<file path="src/rtl/codificador_posiciones.sv">
// codificador_posiciones
// Turns the nine board push-buttons into a 4-bit position code (0-8).
// Buttons are synchronised, debounced, checked for multi-press, and each
// accepted press is offered once on a valid/ack handshake. All buttons must
// be released before the next press is considered.

module codificador_posiciones #(
  parameter int DEBOUNCE_CYCLES = 4
) (
  input  logic       clk,
  input  logic       reset,
  input  logic [8:0] botones,
  input  logic       enable,
  input  logic       ack,
  output logic [3:0] posicion,
  output logic       valido,
  output logic       error
);

  typedef enum logic [1:0] {
    IDLE     = 2'd0,
    DEBOUNCE = 2'd1,
    PRESENT  = 2'd2,
    RELEASE  = 2'd3
  } state_t;

  // Terminal count of the stability counter; the counter never goes past it.
  localparam logic [7:0] CNT_LAST = 8'(DEBOUNCE_CYCLES - 1);

  // Two-flop synchroniser stages
  logic [8:0] sync_meta_reg;
  logic [8:0] sync_reg;

  // Control state
  state_t     state_reg,    state_next;
  logic [7:0] cnt_reg,      cnt_next;
  logic [8:0] sample_reg,   sample_next;

  // Registered outputs
  logic [3:0] posicion_reg, posicion_next;
  logic       valido_reg,   valido_next;
  logic       error_reg,    error_next;

  // Decoded view of the captured sample
  logic [3:0] enc_terms [0:8];
  logic [3:0] sample_index;
  logic       sample_multi;
  logic       sample_single;

  // Bring the raw asynchronous buttons into the clock domain.
  always_ff @(posedge clk or posedge reset) begin
    if (reset) begin
      sync_meta_reg <= '0;
      sync_reg      <= '0;
    end else begin
      sync_meta_reg <= botones;
      sync_reg      <= sync_meta_reg;
    end
  end

  // Each set bit contributes its own index; with a single bit set the OR of
  // all terms is exactly that bit's position.
  genvar gi;
  generate
    for (gi = 0; gi < 9; gi++) begin : g_enc
      assign enc_terms[gi] = sample_reg[gi] ? 4'(gi) : 4'd0;
    end
  endgenerate

  // OR-reduce the per-bit index terms into the encoded position.
  always_comb begin
    sample_index = 4'd0;
    for (int i = 0; i < 9; i++) begin
      sample_index = sample_index | enc_terms[i];
    end
  end

  // x & (x-1) is non-zero exactly when two or more bits are set.
  assign sample_multi  = |(sample_reg & (sample_reg - 9'd1));
  assign sample_single = (sample_reg != 9'd0) && !sample_multi;

  // State, counter, sample and output registers.
  always_ff @(posedge clk or posedge reset) begin
    if (reset) begin
      state_reg    <= IDLE;
      cnt_reg      <= 8'd0;
      sample_reg   <= 9'd0;
      posicion_reg <= 4'd0;
      valido_reg   <= 1'b0;
      error_reg    <= 1'b0;
    end else begin
      state_reg    <= state_next;
      cnt_reg      <= cnt_next;
      sample_reg   <= sample_next;
      posicion_reg <= posicion_next;
      valido_reg   <= valido_next;
      error_reg    <= error_next;
    end
  end

  // Next-state and next-output logic; valido is high exactly while the next
  // state is PRESENT, error only on the multi-press acceptance cycle.
  always_comb begin
    state_next    = state_reg;
    cnt_next      = cnt_reg;
    sample_next   = sample_reg;
    posicion_next = posicion_reg;
    valido_next   = 1'b0;
    error_next    = 1'b0;

    case (state_reg)
      IDLE: begin
        if (enable && (sync_reg != 9'd0)) begin
          sample_next = sync_reg;
          cnt_next    = 8'd0;
          state_next  = DEBOUNCE;
        end
      end

      DEBOUNCE: begin
        if (!enable) begin
          // Press discarded; wait for the buttons to come back up.
          state_next = RELEASE;
        end else if (sync_reg != sample_reg) begin
          // Bounce: quietly start over.
          state_next = IDLE;
        end else if (cnt_reg == CNT_LAST) begin
          if (sample_single) begin
            posicion_next = sample_index;
            valido_next   = 1'b1;
            state_next    = PRESENT;
          end else begin
            // posicion keeps its previous value on a rejected press.
            error_next = 1'b1;
            state_next = RELEASE;
          end
        end else begin
          cnt_next = cnt_reg + 8'd1;
        end
      end

      PRESENT: begin
        // ack and a dropped enable both retire the press the same way.
        if (!enable || ack) begin
          state_next = RELEASE;
        end else begin
          valido_next = 1'b1;
        end
      end

      RELEASE: begin
        if (sync_reg == 9'd0) begin
          state_next = IDLE;
        end
      end

      default: begin
        state_next = IDLE;
      end
    endcase
  end

  assign posicion = posicion_reg;
  assign valido   = valido_reg;
  assign error    = error_reg;

endmodule

</file>
<file path="config.mk">
export PLATFORM = sky130hd
export DESIGN_NAME = codificador_posiciones
export DESIGN_NICKNAME = d
export VERILOG_FILES = /design/src/rtl/codificador_posiciones.sv
export SDC_FILE = /design/constraint.sdc
export NUM_CORES = 1
export LEC_CHECK = 0
export CORE_UTILIZATION = 55
export CTS_BUF_LIST = sky130_fd_sc_hd__clkbuf_4 sky130_fd_sc_hd__clkbuf_8 sky130_fd_sc_hd__clkbuf_16
export DETAILED_ROUTE_END_ITERATION = 8
export PLACE_DENSITY_LB_ADDON = 0.12
export SLEW_MARGIN = 20
export SYNTH_ARGS = -nofsm -noshare
export SYNTH_HDL_FRONTEND = slang
export SYNTH_SLANG_ARGS = --single-unit
</file>
<file path="constraint.sdc">
create_clock -name clk -period 2.9 [get_ports clk]
set_clock_uncertainty 0.2 [all_clocks]
set_input_delay 0.29 -clock clk [delete_from_list [all_inputs] [get_ports clk]]
set_output_delay 0.29 -clock clk [all_outputs]
set_load 0.03 [all_outputs]
</file>
==> results of run 1 <==
through the flow:
stage	total power, mW	instance area [sq um]	std cells	util	hold slack, ns
after floorplan	1.24	2000	176	-	0.121
after global placement	1.36	2240	239	0.655	0.133
after detailed placement	1.40	2240	239	0.655	0.136
after CTS	1.78	2310	246	0.677	0.148
after global routing	1.88	2310	246	0.677	0.140
final	1.77	2310	246	0.677	0.140
metal layers:
metal	up-vias	wire length (microns)
met1	742	1620
met4	0	64
li1	684	-
met2	73	1960
met3	7	280
met5	-	0
synthesized netlist by cell type, drive strengths merged:
| cell type | instances | area share |
|---|---|---|
| or2 | 1 | 0.0031 |
| nor2 | 15 | 0.028 |
| clkbuf | 2 | 0.0037 |
| nor2b | 1 | 0.0031 |
| a41oi | 1 | 0.0044 |
| or4 | 4 | 0.016 |
| nor3 | 4 | 0.010 |
| maj3 | 1 | 0.0050 |
| a32o | 1 | 0.0050 |
| o21a | 2 | 0.0075 |
| nor3b | 1 | 0.0037 |
| nand4b | 2 | 0.0087 |
| o21ai | 14 | 0.035 |
| ha | 6 | 0.037 |
| nand2 | 13 | 0.024 |
| xor2 | 10 | 0.044 |
| a2bb2oi | 1 | 0.0044 |
| nand4 | 1 | 0.0031 |
| buf | 1 | 0.0056 |
| dfrtp | 43 | 0.54 |
| or3b | 1 | 0.0044 |
| inv | 5 | 0.0094 |
| a21boi | 2 | 0.0075 |
| and4 | 1 | 0.0044 |
| mux2 | 14 | 0.086 |
| o32a | 1 | 0.0050 |
| nand3b | 2 | 0.0075 |
| o2111ai | 1 | 0.0044 |
| nor4 | 4 | 0.020 |
| a21oi | 6 | 0.015 |
| nand3 | 8 | 0.020 |
| nor4b | 4 | 0.017 |
| a32oi | 1 | 0.0044 |
| and3 | 1 | 0.0031 |
| a31oi | 1 | 0.0031 |
cell type report:
class	count	area (sq um)
Sequential cell	43	1080
Fill cell	268	1100
Timing Repair Buffer	20	195
Multi-Input combinational cell	125	891
Clock buffer	5	37.5
Clock inverter	2	37.5
Inverter	5	18.8
Tap cell	46	57.6
worst max-delay path by stage:
| stage | startpoint | endpoint | cells after the start |
|---|---|---|---|
| 6_report | sample_reg[4]$_DFFE_PP0P_ | posicion[1]$_DFFE_PP0P_ | 6 |
| 3_3_place_gp | sample_reg[4]$_DFFE_PP0P_ | posicion[0]$_DFFE_PP0P_ | 6 |
| 3_5_place_dp | sample_reg[4]$_DFFE_PP0P_ | posicion[1]$_DFFE_PP0P_ | 6 |
| 5_1_grt | sample_reg[4]$_DFFE_PP0P_ | posicion[1]$_DFFE_PP0P_ | 6 |
| 4_1_cts | sample_reg[4]$_DFFE_PP0P_ | posicion[1]$_DFFE_PP0P_ | 6 |
| 2_1_floorplan | sample_reg[4]$_DFFE_PP0P_ | posicion[0]$_DFFE_PP0P_ | 7 |
layout by cell type (no fill, tap or decap), types with 2 or more instances in the layout:
cell type        Yosys  final
a21boi_0             2      2
nor2_1              15     15
nand2_1             13     13
nand3_1              8      8
or4_1                3      3
o21a_1               2      2
nor4_1               3      3
clkdlybuf4s50_1      0     18
buf_4                0      2
mux2_2              10     10
inv_1                5      5
xor2_1              10     10
ha_1                 6      6
nand4b_1             2      2
nor4b_1              4      4
clkbuf_4             0      5
nor3_1               4      4
mux2_4               4      4
dfrtp_1             43     43
o21ai_0             13     13
a21oi_1              6      6
nand3b_1             2      2
power by group through the flow:
stage                     clock network, mW  logic, mW  registers (mW)
after CTS                             0.378      0.546           0.852
after global routing                  0.398      0.609           0.876
after detailed placement                  0      0.536           0.863
final                                 0.371      0.547           0.856
after floorplan                           0      0.415           0.825
after global placement                    0      0.513           0.849
kinds of logic after synthesis:
kind of cell,Yosys count
xor+xnor,10
buf+inv,8
compound gates,31
fa+ha+maj,7
simple gates,63
mux,14
flops,43
worst reg2reg max path, stage by stage, from the launching register on:
cell     delay, ns
dfrtp_1       0.48
nor4_4        0.38
nand2_1       0.10
nor4b_1       0.29
o21ai_1       0.15
or4_1         0.69
mux2_4        0.35
==> run summary, run 1 <==
Hold WC Path Type -> input pin to async pin
Reg clk slew, reported paths -> 0.13 ns
max-cap violations -> 0
grt peak-use layer -> met2
met2 usage -> 0.374
Core Box Area -> 0.00342 sq mm
Port Buffers -> 18
kind of critical path -> register to register
Flop pwr share -> 0.483
Clock power frac -> 0.209
clock sink count -> 43
number of nets with antenna violations after routing -> 0
vias in the first global route -> 1490
met3 usage -> 0.0730
Psw -> 0.640 mW
Diodes inserted -> 0
crit-path cells -> nor4_4 -> nand2_1 -> nor4b_1 -> o21ai_1 -> or4_1 -> mux2_4
final worst-path cycle share -> 0.945
DR WL/cell -> 16.0 microns
Post-CTS Setup Inserts -> 0
FMAX -> 365 MHz
Routed WL -> 3920 microns
CTS tree -> built
gr ovfl total -> 0
Pins Over Slew Limit -> 0
initial core utilization -> 0.587
HPWL after DPL -> 2720 microns
peak supply drop -> 0.000333 V
Power Internal -> 1.13 mW
drt initial violations -> 68
Synth cell types -> 39
final setup vio count -> 0
placer congestion estimate -> 0.909
worst path required time -> 2.96 ns
crit-path max FO -> 6
crit path buf inv count -> 0
Combinational Power Share -> 0.308
Final Hold Viols -> 0
Post-Syn Nets -> 195
share of layout cells above drive strength 1 -> 0.135
antenna violations before repair -> 0
Total Die Area -> 0.00389 sq mm
simple-gate share of the synthesized area -> 0.177
Slowest Stage Delay on Critical Path -> 0.69 ns
Synth Register Bits -> 43
r2r startpoint -> sample_reg[4]$_DFFE_PP0P_
R2R setup slack -> 0.16 ns
global-route wire length before repair -> 6860 microns
H-tree level count -> 2
final worst slack -> 0.160 ns
Leak Pwr -> 0.978 nW
GR Util All Layers -> 0.232
worst r2r dst -> posicion[1]$_DFFE_PP0P_
Pwr per Cell Area -> 767 mW/mm^2
clk_lat worst skew -> 0.37 ns
outcome -> finished, final reports clean
Net Sw Frac -> 0.361
clock buffer count from CTS -> 5
root buffer cell -> clkbuf_4
cell family contributing the most delay on the critical path -> simple AND/OR/NAND/NOR gates
measured slew at the worst slew-check pin -> 0.520 ns
area grow syn2layout -> 15.4%
overall die width -> 62.4 microns
DR pass1 iterations -> 4
Critical-path top delay cell -> or4_1
largest net degree at the start of global routing -> 44
R2R depth -> 6
Avg Synthesized Cell Area -> 11.4 sq um
CTS Hold Bufs -> 0
XOR/XNOR share of the synthesized area -> 0.0437
pre-CTS WS -> 0.200 ns
Synth Warn # -> 0
crit end category -> register
adder-cell share of the synthesized area -> 0.0424
post-CTS sizing -> 0
sequential cell area fraction in the yosys report -> 0.537
final setup TNS -> 0 ns
Die Span Y -> 62.4 microns
Synth Area in Compound Gates -> 0.0955
DRC viols -> 0
GR Util met1 -> 0.291
io pins -> 19
CP Launch Type -> register
relative slew slack -> 0.653
WP data arrival -> 2.80 ns
# nets final -> 219
Max Root-Sink Buffers -> 2
largest family of logic cells by synthesized area -> simple AND/OR/NAND/NOR gates
Final min period -> 2.74 ns
row cnt -> 21
Synth Cell Area -> 0.00200 sq mm
vias per cell -> 6.12
via count -> 1506
Cells after Synth -> 176
mux cell area share after synthesis -> 0.0861
RSZ-0062 raised after global routing -> no
No activity file was read; power rests on OpenSTA's default activity.
==> inputs of run 2 (changes only) <==
--- a/config.mk
+++ b/config.mk
@@ -7,7 +7,9 @@
 export LEC_CHECK = 0
 export CORE_UTILIZATION = 55
 export CTS_BUF_LIST = sky130_fd_sc_hd__clkbuf_4 sky130_fd_sc_hd__clkbuf_8 sky130_fd_sc_hd__clkbuf_16
+export CTS_CLUSTER_SIZE = 14
 export DETAILED_ROUTE_END_ITERATION = 8
+export GPL_TIMING_DRIVEN = 0
 export PLACE_DENSITY_LB_ADDON = 0.12
 export SLEW_MARGIN = 20
 export SYNTH_ARGS = -nofsm -noshare
==> run 2 against run 1 <==
First-iteration DRC count is 16% higher. Final area increased by 1.8%. Sequential power shrank 0.7%. Clock-buffer cell count stayed put. Non-clock buffer count grew 2. Sequential share of layout area decreased by 0.82 points. Combinational power down 2%. Utilization increased by 1.2 points. Final cell count grew 1.2%. Worst hold slack got worse by 0.098 ns. Register-to-register slack improved by 0.06 ns. Largest cell class unchanged. Largest power group unchanged.
==> run summary, run 2 (same netlist as run 1, synthesis figures left out) <==
DR WL/cell -> 14.6 microns (-8.6%)
Core Box Area -> 0.00342 sq mm (unchanged)
Diodes inserted -> 0 (unchanged)
overall die width -> 62.4 microns (unchanged)
Psw -> 0.636 mW (-0.70%)
relative slew slack -> 0.571 (-0.0818)
H-tree level count -> 2 (unchanged)
vias in the first global route -> 1405 (-5.7%)
GR Util All Layers -> 0.213 (-0.0189)
Port Buffers -> 18 (unchanged)
final worst-path cycle share -> 0.924 (-0.0202)
Power Total -> 1.78 mW (+0.28%)
final setup vio count -> 0 (unchanged)
Clock power frac -> 0.220 (+0.011)
DR pass1 iterations -> 4 (unchanged)
number of nets with antenna violations after routing -> 0 (unchanged)
via count -> 1440 (-4.4%)
row cnt -> 21 (unchanged)
most common cell after layout, fill and taps aside -> dfrtp_1
antenna violations before repair -> 0 (unchanged)
Power Internal -> 1.14 mW (+0.83%)
HPWL after DPL -> 2670 microns (-1.8%)
placer congestion estimate -> 0.840 (-7.6%)
crit-path max FO -> 8 (+2)
root buffer cell -> clkbuf_4
gr ovfl total -> 0 (unchanged)
Final Hold Viols -> 0 (unchanged)
crit end category -> register
measured slew at the worst slew-check pin -> 0.637 ns (+0.117 ns)
clk_lat worst skew -> 0.36 ns (about the same)
vias per cell -> 5.78 (-5.5%)
clock buffer count from CTS -> 5 (unchanged)
Routed WL -> 3630 microns (-7.4%)
Hold WC Path Type -> input pin to async pin
DRC viols -> 0 (unchanged)
initial core utilization -> 0.587 (unchanged)
FMAX -> 373 MHz (+2.2%)
Pins Over Slew Limit -> 0 (unchanged)
Max Root-Sink Buffers -> 2 (unchanged)
CTS Hold Bufs -> 0 (unchanged)
worst hold slack -> 0.0415 ns (-0.0981 ns)
# nets final -> 221 (+0.91%)
CP Launch Type -> register
Total Die Area -> 0.00389 sq mm (unchanged)
Post-CTS Setup Inserts -> 0 (unchanged)
Net Sw Frac -> 0.357 (-0.00354)
clock sink count -> 43 (unchanged)
RSZ-0062 raised after global routing -> no
outcome -> finished, final reports clean
post-CTS sizing -> 0 (unchanged)
CTS tree -> built
Leak Pwr -> 0.996 nW (+1.9%)
area grow syn2layout -> 17.5%
Flop pwr share -> 0.478 (-0.005)
largest net degree at the start of global routing -> 24 (-45%)
share of layout cells above drive strength 1 -> 0.143 (+0.00786)
peak supply drop -> 0.000476 V (+43%)
WP data arrival -> 2.73 ns (-0.07 ns)
Die Span Y -> 62.4 microns (unchanged)
kind of critical path -> register to register
drt initial violations -> 79 (+16%)
most frequent cells in the layout -> 43 x dfrtp_1, 18 x clkdlybuf4s50_1, 15 x nor2_1, 13 x nand2_1, 13 x o21ai_0
Final min period -> 2.68 ns (-0.0586 ns)
io pins -> 19 (unchanged)
Pwr per Cell Area -> 756 mW/mm^2 (-1.5%)
worst path required time -> 2.95 ns (about the same)
max-cap violations -> 0 (unchanged)
final setup TNS -> 0 ns (unchanged)
Reg clk slew, reported paths -> 0.13 ns (about the same)
global-route wire length before repair -> 6400 microns (-6.7%)
Combinational Power Share -> 0.302 (-0.006)
[run 2: worst paths after layout]
path	startpoint	slack, ns	end	depth (start not counted)
min in group clk	botones[2]	0.15	sync_meta_reg[2]$_DFF_PP0_	1
setup reg to reg	sample_reg[3]$_DFFE_PP0P_	0.22	register	7
hold / removal	reset	0.04	sync_meta_reg[1]$_DFF_PP0_	2
setup / recovery	sample_reg[3]$_DFFE_PP0P_	0.22	register	7
max in group asynchronous	reset	1.99	valido$_DFF_PP0_	3
hold reg to reg	sync_meta_reg[4]$_DFF_PP0_	0.16	sync_reg[4]$_DFF_PP0_	0
[run 2: area by class of cell]
cell class / instances / area (sq um)
sequential: 43 / 1080
inverter: 5 / 18.8
multi-input combinational: 125 / 891
clock buffer: 5 / 37.5
tap: 46 / 57.6
buffer: 3 / 18.8
clock inverter: 3 / 47.5
timing repair buffer: 19 / 208
fill: 254 / 1060
[run 2: worst max-delay path: stages (launching register included)]
cell	delay [ns]
dfrtp_1	0.45
xor2_1	0.18
nor4_1	0.59
and4_1	0.29
clkbuf_1	0.28
nor3b_1	0.15
nand2_1	0.10
mux2_2	0.33
[run 2: metrics by stage]
stage          cell area, sq um  utilization  worst slack [ns]  instances
2_1_floorplan              2000            -             0.437        176
3_3_place_gp               2240        0.656             0.323        240
3_5_place_dp               2270        0.664             0.279        241
4_1_cts                    2350        0.689             0.233        249
5_1_grt                    2350        0.689            0.0792        249
6_report                   2350        0.689             0.219        249
[run 2: per-layer routing]
metal | GRT usage | wire length (microns) | up-vias
met3 | 0.0511 | 129 | 10
met2 | 0.338 | 1750 | 33
met1 | 0.282 | 1670 | 704
met4 | 0.0901 | 74 | 0
li1 | - | - | 693
met5 | 0 | 0 | -
[run 2: power groups by stage]
stage               Combinational (mW)  Sequential (mW)  Clock (mW)
floorplan                        0.415            0.825           0
global placement                 0.500            0.851           0
detailed placement               0.528            0.863           0
CTS                              0.538            0.850       0.400
global route                     0.605            0.871       0.423
finish                           0.538            0.850       0.391
